`config.mk`:
```
export PLATFORM = sky130hd
export DESIGN_NAME = konverter_burst_ctrl_flat
export DESIGN_NICKNAME = d
export VERILOG_FILES = /design/src/rtl/konverter_burst_ctrl_if.sv /design/src/rtl/konverter_burst_ctrl.sv /design/src/flat_wrapper.sv
export SDC_FILE = /design/constraint.sdc
export NUM_CORES = 1
export LEC_CHECK = 0
export CORE_UTILIZATION = 57
export DETAILED_ROUTE_END_ITERATION = 8
export GPL_TIMING_DRIVEN = 0
export HOLD_SLACK_MARGIN = 0.1
export PLACE_DENSITY = 0.89
export REMOVE_ABC_BUFFERS = 1
export SLEW_MARGIN = 20
export SYNTH_ARGS = -nofsm -noshare
export SYNTH_HDL_FRONTEND = slang
export SYNTH_SLANG_ARGS = --single-unit
export TNS_END_PERCENT = 50
```
`constraint.sdc`:
```
create_clock -name clk -period 4.9 [get_ports clk]
set_input_delay 0.98 -clock clk [delete_from_list [all_inputs] [get_ports clk]]
set_output_delay 0.98 -clock clk [all_outputs]
set_load 0.01 [all_outputs]
```
`src/rtl/konverter_burst_ctrl_if.sv`:
```
// Pin bundle between the frame-timing inputs, the burst sequencer and the per-channel shift logic.
// f0/c4 are free-running asynchronous level pins. There is no valid/ready handshake on this
// bundle: the sequencer acts only on falling edges it detects after synchronisation.
interface konverter_burst_ctrl_if;
    logic       f0;
    logic       c4;
    logic [1:0] ch_en;
    logic       clk_en1;
    logic       clk_en2;
    logic       clk1;
    logic       clk2;
    logic       busy;
    logic       done;
    logic       frame_err;
    logic [2:0] dbg_state;

    modport slave (
        input  f0, c4, ch_en,
        output clk_en1, clk_en2, clk1, clk2, busy, done, frame_err, dbg_state
    );

    modport master (
        output f0, c4, ch_en,
        input  clk_en1, clk_en2, clk1, clk2, busy, done, frame_err, dbg_state
    );
endinterface

```
`src/rtl/konverter_burst_ctrl.sv`:
```
// Frame sequencer: f0 fall arms a frame, each c4 fall fires a BURST_LEN-pulse gated bit clock,
// channel 1 first, then channel 2. All timing is counted in the system clock domain.
module konverter_burst_ctrl #(
    parameter int BURST_LEN = 32,
    parameter int HALF_PER  = 2,
    parameter int CNT_W     = 6
) (
    input  logic                  clk,
    input  logic                  reset,
    konverter_burst_ctrl_if.slave bus
);
    localparam int PH_W = (HALF_PER > 1) ? $clog2(HALF_PER) : 1;

    typedef enum logic [2:0] {
        S_IDLE   = 3'd0,
        S_ARM1   = 3'd1,
        S_BURST1 = 3'd2,
        S_ARM2   = 3'd3,
        S_BURST2 = 3'd4
    } state_t;

    logic             r_f0_s1, r_f0_s2, r_f0_h;
    logic             r_c4_s1, r_c4_s2, r_c4_h;
    state_t           r_state;
    logic [1:0]       r_en_q;
    logic [PH_W-1:0]  r_phase;
    logic [CNT_W-1:0] r_pulse;
    logic             r_clk_en1, r_clk_en2, r_clk1, r_clk2;
    logic             r_busy, r_done, r_frame_err;

    logic w_f0_fall, w_c4_fall, w_phase_end, w_last_pulse;

    // Synchronisers idle high so a released reset never looks like a falling edge on a high pin.
    always_ff @(posedge clk or posedge reset) begin
        if (reset) begin
            r_f0_s1 <= 1'b1;
            r_f0_s2 <= 1'b1;
            r_f0_h  <= 1'b1;
            r_c4_s1 <= 1'b1;
            r_c4_s2 <= 1'b1;
            r_c4_h  <= 1'b1;
        end else begin
            r_f0_s1 <= bus.f0;
            r_f0_s2 <= r_f0_s1;
            r_f0_h  <= r_f0_s2;
            r_c4_s1 <= bus.c4;
            r_c4_s2 <= r_c4_s1;
            r_c4_h  <= r_c4_s2;
        end
    end

    assign w_f0_fall    = r_f0_h & ~r_f0_s2;
    assign w_c4_fall    = r_c4_h & ~r_c4_s2;
    assign w_phase_end  = (r_phase == PH_W'(HALF_PER - 1));
    assign w_last_pulse = (r_pulse == CNT_W'(BURST_LEN - 1));

    always_ff @(posedge clk or posedge reset) begin
        if (reset) begin
            r_state     <= S_IDLE;
            r_en_q      <= 2'b00;
            r_phase     <= '0;
            r_pulse     <= '0;
            r_clk_en1   <= 1'b0;
            r_clk_en2   <= 1'b0;
            r_clk1      <= 1'b0;
            r_clk2      <= 1'b0;
            r_busy      <= 1'b0;
            r_done      <= 1'b0;
            r_frame_err <= 1'b0;
        end else begin
            r_done      <= 1'b0;
            r_frame_err <= w_f0_fall && (r_state != S_IDLE);
            case (r_state)
                S_IDLE: begin
                    if (w_f0_fall) begin
                        r_en_q <= bus.ch_en;
                        if (bus.ch_en[0]) begin
                            r_state   <= S_ARM1;
                            r_clk_en1 <= 1'b1;
                            r_busy    <= 1'b1;
                        end else if (bus.ch_en[1]) begin
                            r_state   <= S_ARM2;
                            r_clk_en2 <= 1'b1;
                            r_busy    <= 1'b1;
                        end
                    end
                end
                S_ARM1: begin
                    if (w_c4_fall) begin
                        r_state <= S_BURST1;
                        r_phase <= '0;
                        r_pulse <= '0;
                        r_clk1  <= 1'b1;
                    end
                end
                S_BURST1: begin
                    if (!w_phase_end) begin
                        r_phase <= r_phase + 1'b1;
                    end else begin
                        r_phase <= '0;
                        if (r_clk1) begin
                            r_clk1 <= 1'b0;
                        end else if (!w_last_pulse) begin
                            r_pulse <= r_pulse + 1'b1;
                            r_clk1  <= 1'b1;
                        end else begin
                            // Channel 2 still has to wait for its own c4 fall in ARM2.
                            r_clk_en1 <= 1'b0;
                            if (r_en_q[1]) begin
                                r_state   <= S_ARM2;
                                r_clk_en2 <= 1'b1;
                            end else begin
                                r_state <= S_IDLE;
                                r_busy  <= 1'b0;
                                r_done  <= 1'b1;
                            end
                        end
                    end
                end
                S_ARM2: begin
                    if (w_c4_fall) begin
                        r_state <= S_BURST2;
                        r_phase <= '0;
                        r_pulse <= '0;
                        r_clk2  <= 1'b1;
                    end
                end
                S_BURST2: begin
                    if (!w_phase_end) begin
                        r_phase <= r_phase + 1'b1;
                    end else begin
                        r_phase <= '0;
                        if (r_clk2) begin
                            r_clk2 <= 1'b0;
                        end else if (!w_last_pulse) begin
                            r_pulse <= r_pulse + 1'b1;
                            r_clk2  <= 1'b1;
                        end else begin
                            r_clk_en2 <= 1'b0;
                            r_state   <= S_IDLE;
                            r_busy    <= 1'b0;
                            r_done    <= 1'b1;
                        end
                    end
                end
                default: begin
                    r_state   <= S_IDLE;
                    r_clk_en1 <= 1'b0;
                    r_clk_en2 <= 1'b0;
                    r_clk1    <= 1'b0;
                    r_clk2    <= 1'b0;
                    r_busy    <= 1'b0;
                end
            endcase
        end
    end

    assign bus.clk_en1   = r_clk_en1;
    assign bus.clk_en2   = r_clk_en2;
    assign bus.clk1      = r_clk1;
    assign bus.clk2      = r_clk2;
    assign bus.busy      = r_busy;
    assign bus.done      = r_done;
    assign bus.frame_err = r_frame_err;
    assign bus.dbg_state = r_state;
endmodule
```
`src/flat_wrapper.sv`:
```
// flat-port wrapper written by rule: the top's interface ports become plain ports
module konverter_burst_ctrl_flat 
#(
    parameter int BURST_LEN = 32,
    parameter int HALF_PER  = 2,
    parameter int CNT_W     = 6
)
  (clk, reset, bus_f0, bus_c4, bus_ch_en, bus_clk_en1, bus_clk_en2, bus_clk1, bus_clk2, bus_busy, bus_done, bus_frame_err, bus_dbg_state);
  konverter_burst_ctrl_if bus_i ();
  input  logic clk;
  input  logic reset;
  input wire logic [$bits(bus_i.f0)-1:0] bus_f0;
  input wire logic [$bits(bus_i.c4)-1:0] bus_c4;
  input wire logic [$bits(bus_i.ch_en)-1:0] bus_ch_en;
  output wire logic [$bits(bus_i.clk_en1)-1:0] bus_clk_en1;
  output wire logic [$bits(bus_i.clk_en2)-1:0] bus_clk_en2;
  output wire logic [$bits(bus_i.clk1)-1:0] bus_clk1;
  output wire logic [$bits(bus_i.clk2)-1:0] bus_clk2;
  output wire logic [$bits(bus_i.busy)-1:0] bus_busy;
  output wire logic [$bits(bus_i.done)-1:0] bus_done;
  output wire logic [$bits(bus_i.frame_err)-1:0] bus_frame_err;
  output wire logic [$bits(bus_i.dbg_state)-1:0] bus_dbg_state;
  assign bus_i.f0 = bus_f0;
  assign bus_i.c4 = bus_c4;
  assign bus_i.ch_en = bus_ch_en;
  assign bus_clk_en1 = bus_i.clk_en1;
  assign bus_clk_en2 = bus_i.clk_en2;
  assign bus_clk1 = bus_i.clk1;
  assign bus_clk2 = bus_i.clk2;
  assign bus_busy = bus_i.busy;
  assign bus_done = bus_i.done;
  assign bus_frame_err = bus_i.frame_err;
  assign bus_dbg_state = bus_i.dbg_state;
  konverter_burst_ctrl #(.BURST_LEN(BURST_LEN), .HALF_PER(HALF_PER), .CNT_W(CNT_W)) u_core (.clk(clk), .reset(reset), .bus(bus_i));
endmodule
```
# Word-level counts from Yosys, hierarchy flattened
# Index checks and enable logic that the tools add are counted.
dict set report classes {
  add_sub_neg 2
  n_eq_ne 21
  mux 62
  n_bitwise 8
  n_reduce_logical 19
}
# cell n
set ops {}
lappend ops {{two-way mux 6 bit} 6}
lappend ops {{two-way mux 1 bit} 35}
lappend ops {{two-way mux 3 bit} 11}
lappend ops {{AND reduction 10 bit} 2}
lappend ops {{!= test 2 x 1 -> 1 bit (second input constant)} 9}
lappend ops {{case mux 6 bit (3 select lines)} 1}
lappend ops {{case mux 3 bit (5 select lines)} 1}
lappend ops {{!= test 2 bit (second input constant)} 6}
lappend ops {{AND reduction 6 bit} 2}
lappend ops {{AND reduction 11 bit} 1}
lappend ops {{case mux 1 bit (3 select lines)} 3}
lappend ops {{OR reduction 3 bit} 3}
lappend ops {{case mux 1 bit (4 select lines)} 2}
lappend ops {{adder 6 x 1 -> 6 bit (second input constant)} 1}
lappend ops {{== test 3 x 2 -> 1 bit (second input constant)} 2}
lappend ops {{== test 6 x 5 -> 1 bit (second input constant)} 1}
lappend ops {{NOT 1 bit} 6}
lappend ops {{AND reduction 3 bit} 2}
lappend ops {{nonzero test 3 bit} 2}
lappend ops {{case mux 1 bit (2 select lines)} 2}
lappend ops {{AND reduction 2 bit} 2}
lappend ops {{OR reduction 2 bit} 2}
lappend ops {{== test 3 x 1 -> 1 bit (second input constant)} 1}
lappend ops {{== test 3 bit (second input constant)} 1}
lappend ops {{other kinds (7)} 8}
dict set report totals {
  ff_bits 25
  inputBits 6
  wordCells 129
}

# Logic depth before layout (Yosys ltp)
dict set report logic_depth {
  depth_word 5
  ltp_mapped 7
  depth_no_buf 6
}

# Least setup slack after synthesis
# OpenSTA, ideal clock, no wires.
dict set report synth_timing {
  kind {flip-flop to flip-flop}
  start {register u_core.r_state[1], in the netlist u_core.bus.dbg_state[1]}
  end {register u_core.r_pulse[5]}
  setup_ns 0.076
  t_arrival_ns 1.722
  path_slack_ns 3.102
  stages_incl_launch_ff 7
  path_buffers 1
  synth_period_minus_slack_ns 1.798
  path_cell_list {dfrtp_1 -> clkbuf_1 -> or3b_4 -> a2bb2oi_1 -> o221ai_2 -> or3_1 -> o21ai_1}
}
dict set report synth_via {
  elab_chain_len 4
  elab_cells_between_ends 13
  classes_between {eq/ne (9); mux (1); reduce/logical (3)}
}
# item line
set synth_lines {}
lappend synth_lines {{start: declaration} konverter_burst_ctrl.sv:24} ;# state_t r_state;
lappend synth_lines {{start signal: assignment} konverter_burst_ctrl.sv:59} ;# r_state <= S_IDLE;
lappend synth_lines {{start signal: assignment} konverter_burst_ctrl.sv:78} ;# r_state <= S_ARM1;
lappend synth_lines {{start signal: assignment} konverter_burst_ctrl.sv:82} ;# r_state <= S_ARM2;
lappend synth_lines {{== test 3 x 1 -> 1 bit / == test 3 x 2 -> 1 bit (equally long branches)} konverter_burst_ctrl.sv:73} ;# case (r_state)
lappend synth_lines {{OR reduction 2 bit (no line)} --}
lappend synth_lines {{!= test 2 x 1 -> 1 bit (no line) / nonzero test 3 bit (equally long branches)} --}
lappend synth_lines {{AND reduction 6 bit (no line)} --}
lappend synth_lines {{end signal: assignment} konverter_burst_ctrl.sv:104} ;# r_pulse <= r_pulse + 1'b1;
lappend synth_lines {{end signal: assignment} konverter_burst_ctrl.sv:136} ;# r_pulse <= r_pulse + 1'b1;
lappend synth_lines {{end: declaration} konverter_burst_ctrl.sv:27} ;# logic [CNT_W-1:0] r_pulse;
# Several ways; a longest one is shown, not always the timed one.
# A chain may end at the register's enable or synchronous reset.

# Final worst setup path
dict set report layout_timing {
  start {register u_core.r_state[0], in the netlist u_core.bus.dbg_state[0]}
  end {output port bus_dbg_state[0]}
}
# item line
set layout_rtl {}
lappend layout_rtl {{end: declaration} flat_wrapper.sv:22} ;# output wire logic [$bits(bus_i.dbg_state)-1:0] bus_dbg_state;
# No word-level cell between the ends.

==> metrics.md <==
| Metric | Value |
|---|---|
| Outcome | `finished clean` |
| Worst-path fanout max | `22` |
| Multi-input gate area in the final layout | `593 um^2` |
| Most frequent cell after synthesis | `o21ai_0` |
| Setup repair after global routing missed its margin | `no` |
| P per Cell Area | `562 nW/um^2` |
| RD Place Congestion | `0.914` |
| CTS root buf | `clkbuf_4` |
| Initial cell density of the core | `62.1%` |
| Post-layout min period | `2730 ps` |
| Total wire length | `2440 um` |
| Type of the most critical hold path | `reg2reg` |
| Mean Syn Cell Area | `9.48 um^2` |
| Post-Place Cell Area | `1400 um^2` |
| Worst hold slack | `368 ps` |
| Number of setup violations in the final report | `0` |
| Final period util | `55.8%` |
| Cell Chain, Critical Path | `clkdlybuf4s50_1` |
| Global-route wire length before repair | `4280 um` |
| I/O pin cnt | `16` |
| GRT Overall Usage | `23.8%` |
| Reg area | `608 um^2` |
| Post-CTS Repair Setup Buffers | `0` |
| Largest voltage drop on the vdd net | `0.310 mV` |
| Fin area | `1430 um^2` |
| Overall die width | `48.7 um` |
| Number of enable flip-flop cells after synthesis | `0` |
| Critical path class | `reg2out` |
| Overall die area | `2370 um^2` |
| CP peak stage delay | `780 ps` |
| Proportion of register bits with asynchronous set or reset after synthesis | `100%` |
| Most frequently used flop master after synthesis | `dfrtp_1` |
| HPWL after detailed placement | `1780 um` |
| Worst EP arrival | `1750 ps` |
| Tightest Pin Transition | `835 ps` |
| Row Count | `16` |
| 1st-iter DRT viols | `32` |
| Area contributors post-synth | `dfrtp_1, dfstp_2, o21ai_0` |
| Buffers and inverters on the worst path | `1` |
| Slowest cell on the critical path | `dfrtp_1` |
| Floorplan Core Area | `2000 um^2` |
| First-pass iteration count of the detailed router | `4` |
| Final-report max-slew violation count | `0` |
| TritonCTS buffer count | `3` |
| Area added between synthesis and finish | `14.8%` |
| Number of flip-flops under the largest register name | `6` |
| CTS max path bufs | `2` |
| Post-synthesis instance area | `1240 um^2` |
| Vias | `1,026` |
| Synth top cells by count | `o21ai_0, dfrtp_1, nor2_1` |
| Max-cap viol count | `0` |
| Number of clock sinks seen by CTS | `24` |
| Gate count after technology mapping | `131` |
| Clock network latency to the later pin of the worst-skew pair | `310 ps` |
| Port Buf Inserts | `15` |
| Number of DRC violations after detailed routing | `0` |
| Final worst clock skew | `5.49 ps` |
| Register bit total from synthesis | `24` |
| Clock tree from TritonCTS | `done` |
| Total Nets Final | `152` |
| GRT overflow | `0` |
| Relative slew slack | `44.3%` |
| Vertical extent of the die | `48.7 um` |
| Max Clk Rate | `366 MHz` |
| Least setup slack across all paths after layout | `2170 ps` |
| Sum of negative setup slack | `0 ps` |
| Number of filler instances in the final layout | `149` |
| CP delay by family, top | `flip-flops` |
| Vias in the first global route | `923` |
| Antenna fix cells | `0` |
| Biggest register | `u_core.r_pulse` |
| Clock-pin slew reported for the worst setup and hold paths after clock tree synthesis | `120 ps` |
| Fraction of final layout cells sized beyond drive strength 1 | `9.79%` |
| WL per Instance | `14.4 um` |
| Number of antenna violations at the first check in global routing | `0` |
| Routed vias/inst | `6.04` |
| Cell type with the highest aggregate area in the netlist | `dfrtp_1` |
| Worst setup slack after placement | `2380 ps` |
| Detail Route Antenna Nets | `0` |
| H-tree depth | `1` |
| CP Capture Type | `output pin` |
| Leakage power figure | `0.547 nW` |
| Maximum number of pins on one net before global-route repair | `25` |
| Area share of the largest cell type after synthesis | `36.3%` |
| Critical path required time | `3920 ps` |
| Distinct cell type count after synthesis | `37` |
| Hold Violations, Final | `0` |
| Number of buffers added to fix hold violations after cts | `0` |
| Total power | `802 uW` |
| Number of instances resized during post-cts repair | `0` |
| Total number of yosys warnings | `0` |
| Startpoint kind of the worst setup timing path | `flip-flop` |
| Portion of the post-synthesis area used by sequential elements | `48.9%` |
==> through the flow <==
step / instances / util (%)
2_1_floorplan: 125 / -
3_3_place_gp: 167 / 70.1
3_5_place_dp: 167 / 70.1
4_1_cts: 170 / 71.3
5_1_grt: 170 / 71.3
6_report: 170 / 71.3
==> routing by layer <==
metal / routed length (um) / global-route usage, %
met1: 1120 / 33.1
met2: 1180 / 36.3
met3: 100 / 3.77
met4: 48 / 11.8
met5: 0 / 0
==> worst register-to-register path, cell delays in order (launching register included) <==
cell	delay, ps
dfrtp_1	780
nor2b_1	570
nand2b_1	290
a21boi_0	200
mux2_2	280
==> final cells by class <==
type                            count  area share, %
Inverter                            5           1.32
Multi-Input combinational cell     96           41.6
Timing Repair Buffer               15           10.5
Sequential cell                    24           42.6
Clock buffer                        3           1.58
Tap cell                           27           2.37
==> cells in the final DEF, fill, tap and decap left out, types with 2 or more instances in the layout <==
cell,instances
o21ai_0,19
o211ai_1,2
dfrtp_1,18
o21a_1,2
a22o_1,2
nor4_1,2
o31a_1,2
mux2_2,2
nand2b_1,5
o21ai_1,2
a21oi_1,3
inv_1,5
a21boi_0,2
o22ai_1,2
nand2_1,7
clkbuf_4,3
clkdlybuf4s50_1,15
nor2_1,10
dfstp_2,6
nand3_1,6
nor2b_1,9
nor3_1,3
==> kinds of logic after synthesis <==
logic type               count (synthesis)  share of synthesized area, %
flip-flops                              24                          48.9
AND/OR/NAND/NOR                         47                          19.9
multiplexers                             2                          1.81
buffers and inverters                   11                          3.32
AO/OA/AOI/OAI                           46                          25.0
adder cells (fa/ha/maj)                  1                          1.01
==> report_power, final <==
part	total, mW	leakage [nW]	internal [mW]	switching, mW
logic	0.374	0.244	0.184	0.191
registers	0.344	0.289	0.253	0.0911
clock network	0.0836	0.0138	0.0288	0.0548
total	0.802	0.547	0.465	0.337
==> final timing paths <==
| path | start | end | slack [ps] | depth (start not counted) |
|---|---|---|---|---|
| setup / recovery | u_core.bus.dbg_state[0]$_DFFE_PP0P_ | bus_dbg_state[0] | 2170 | 1 |
| hold reg to reg | u_core.r_c4_s1$_DFF_PP1_ | u_core.r_c4_s2$_DFF_PP1_ | 370 | 0 |
| max in group asynchronous | reset | u_core.r_phase$_DFFE_PP0P_ | 3270 | 2 |
| setup reg to reg | u_core.bus.dbg_state[0]$_DFFE_PP0P_ | u_core.bus.clk1$_DFFE_PP0P_ | 2690 | 4 |
| min in group asynchronous | reset | u_core.bus.dbg_state[2]$_DFFE_PP0P_ | 1110 | 2 |
| hold / removal | u_core.r_c4_s1$_DFF_PP1_ | u_core.r_c4_s2$_DFF_PP1_ | 370 | 0 |
(Power assumes the default switching activity.)
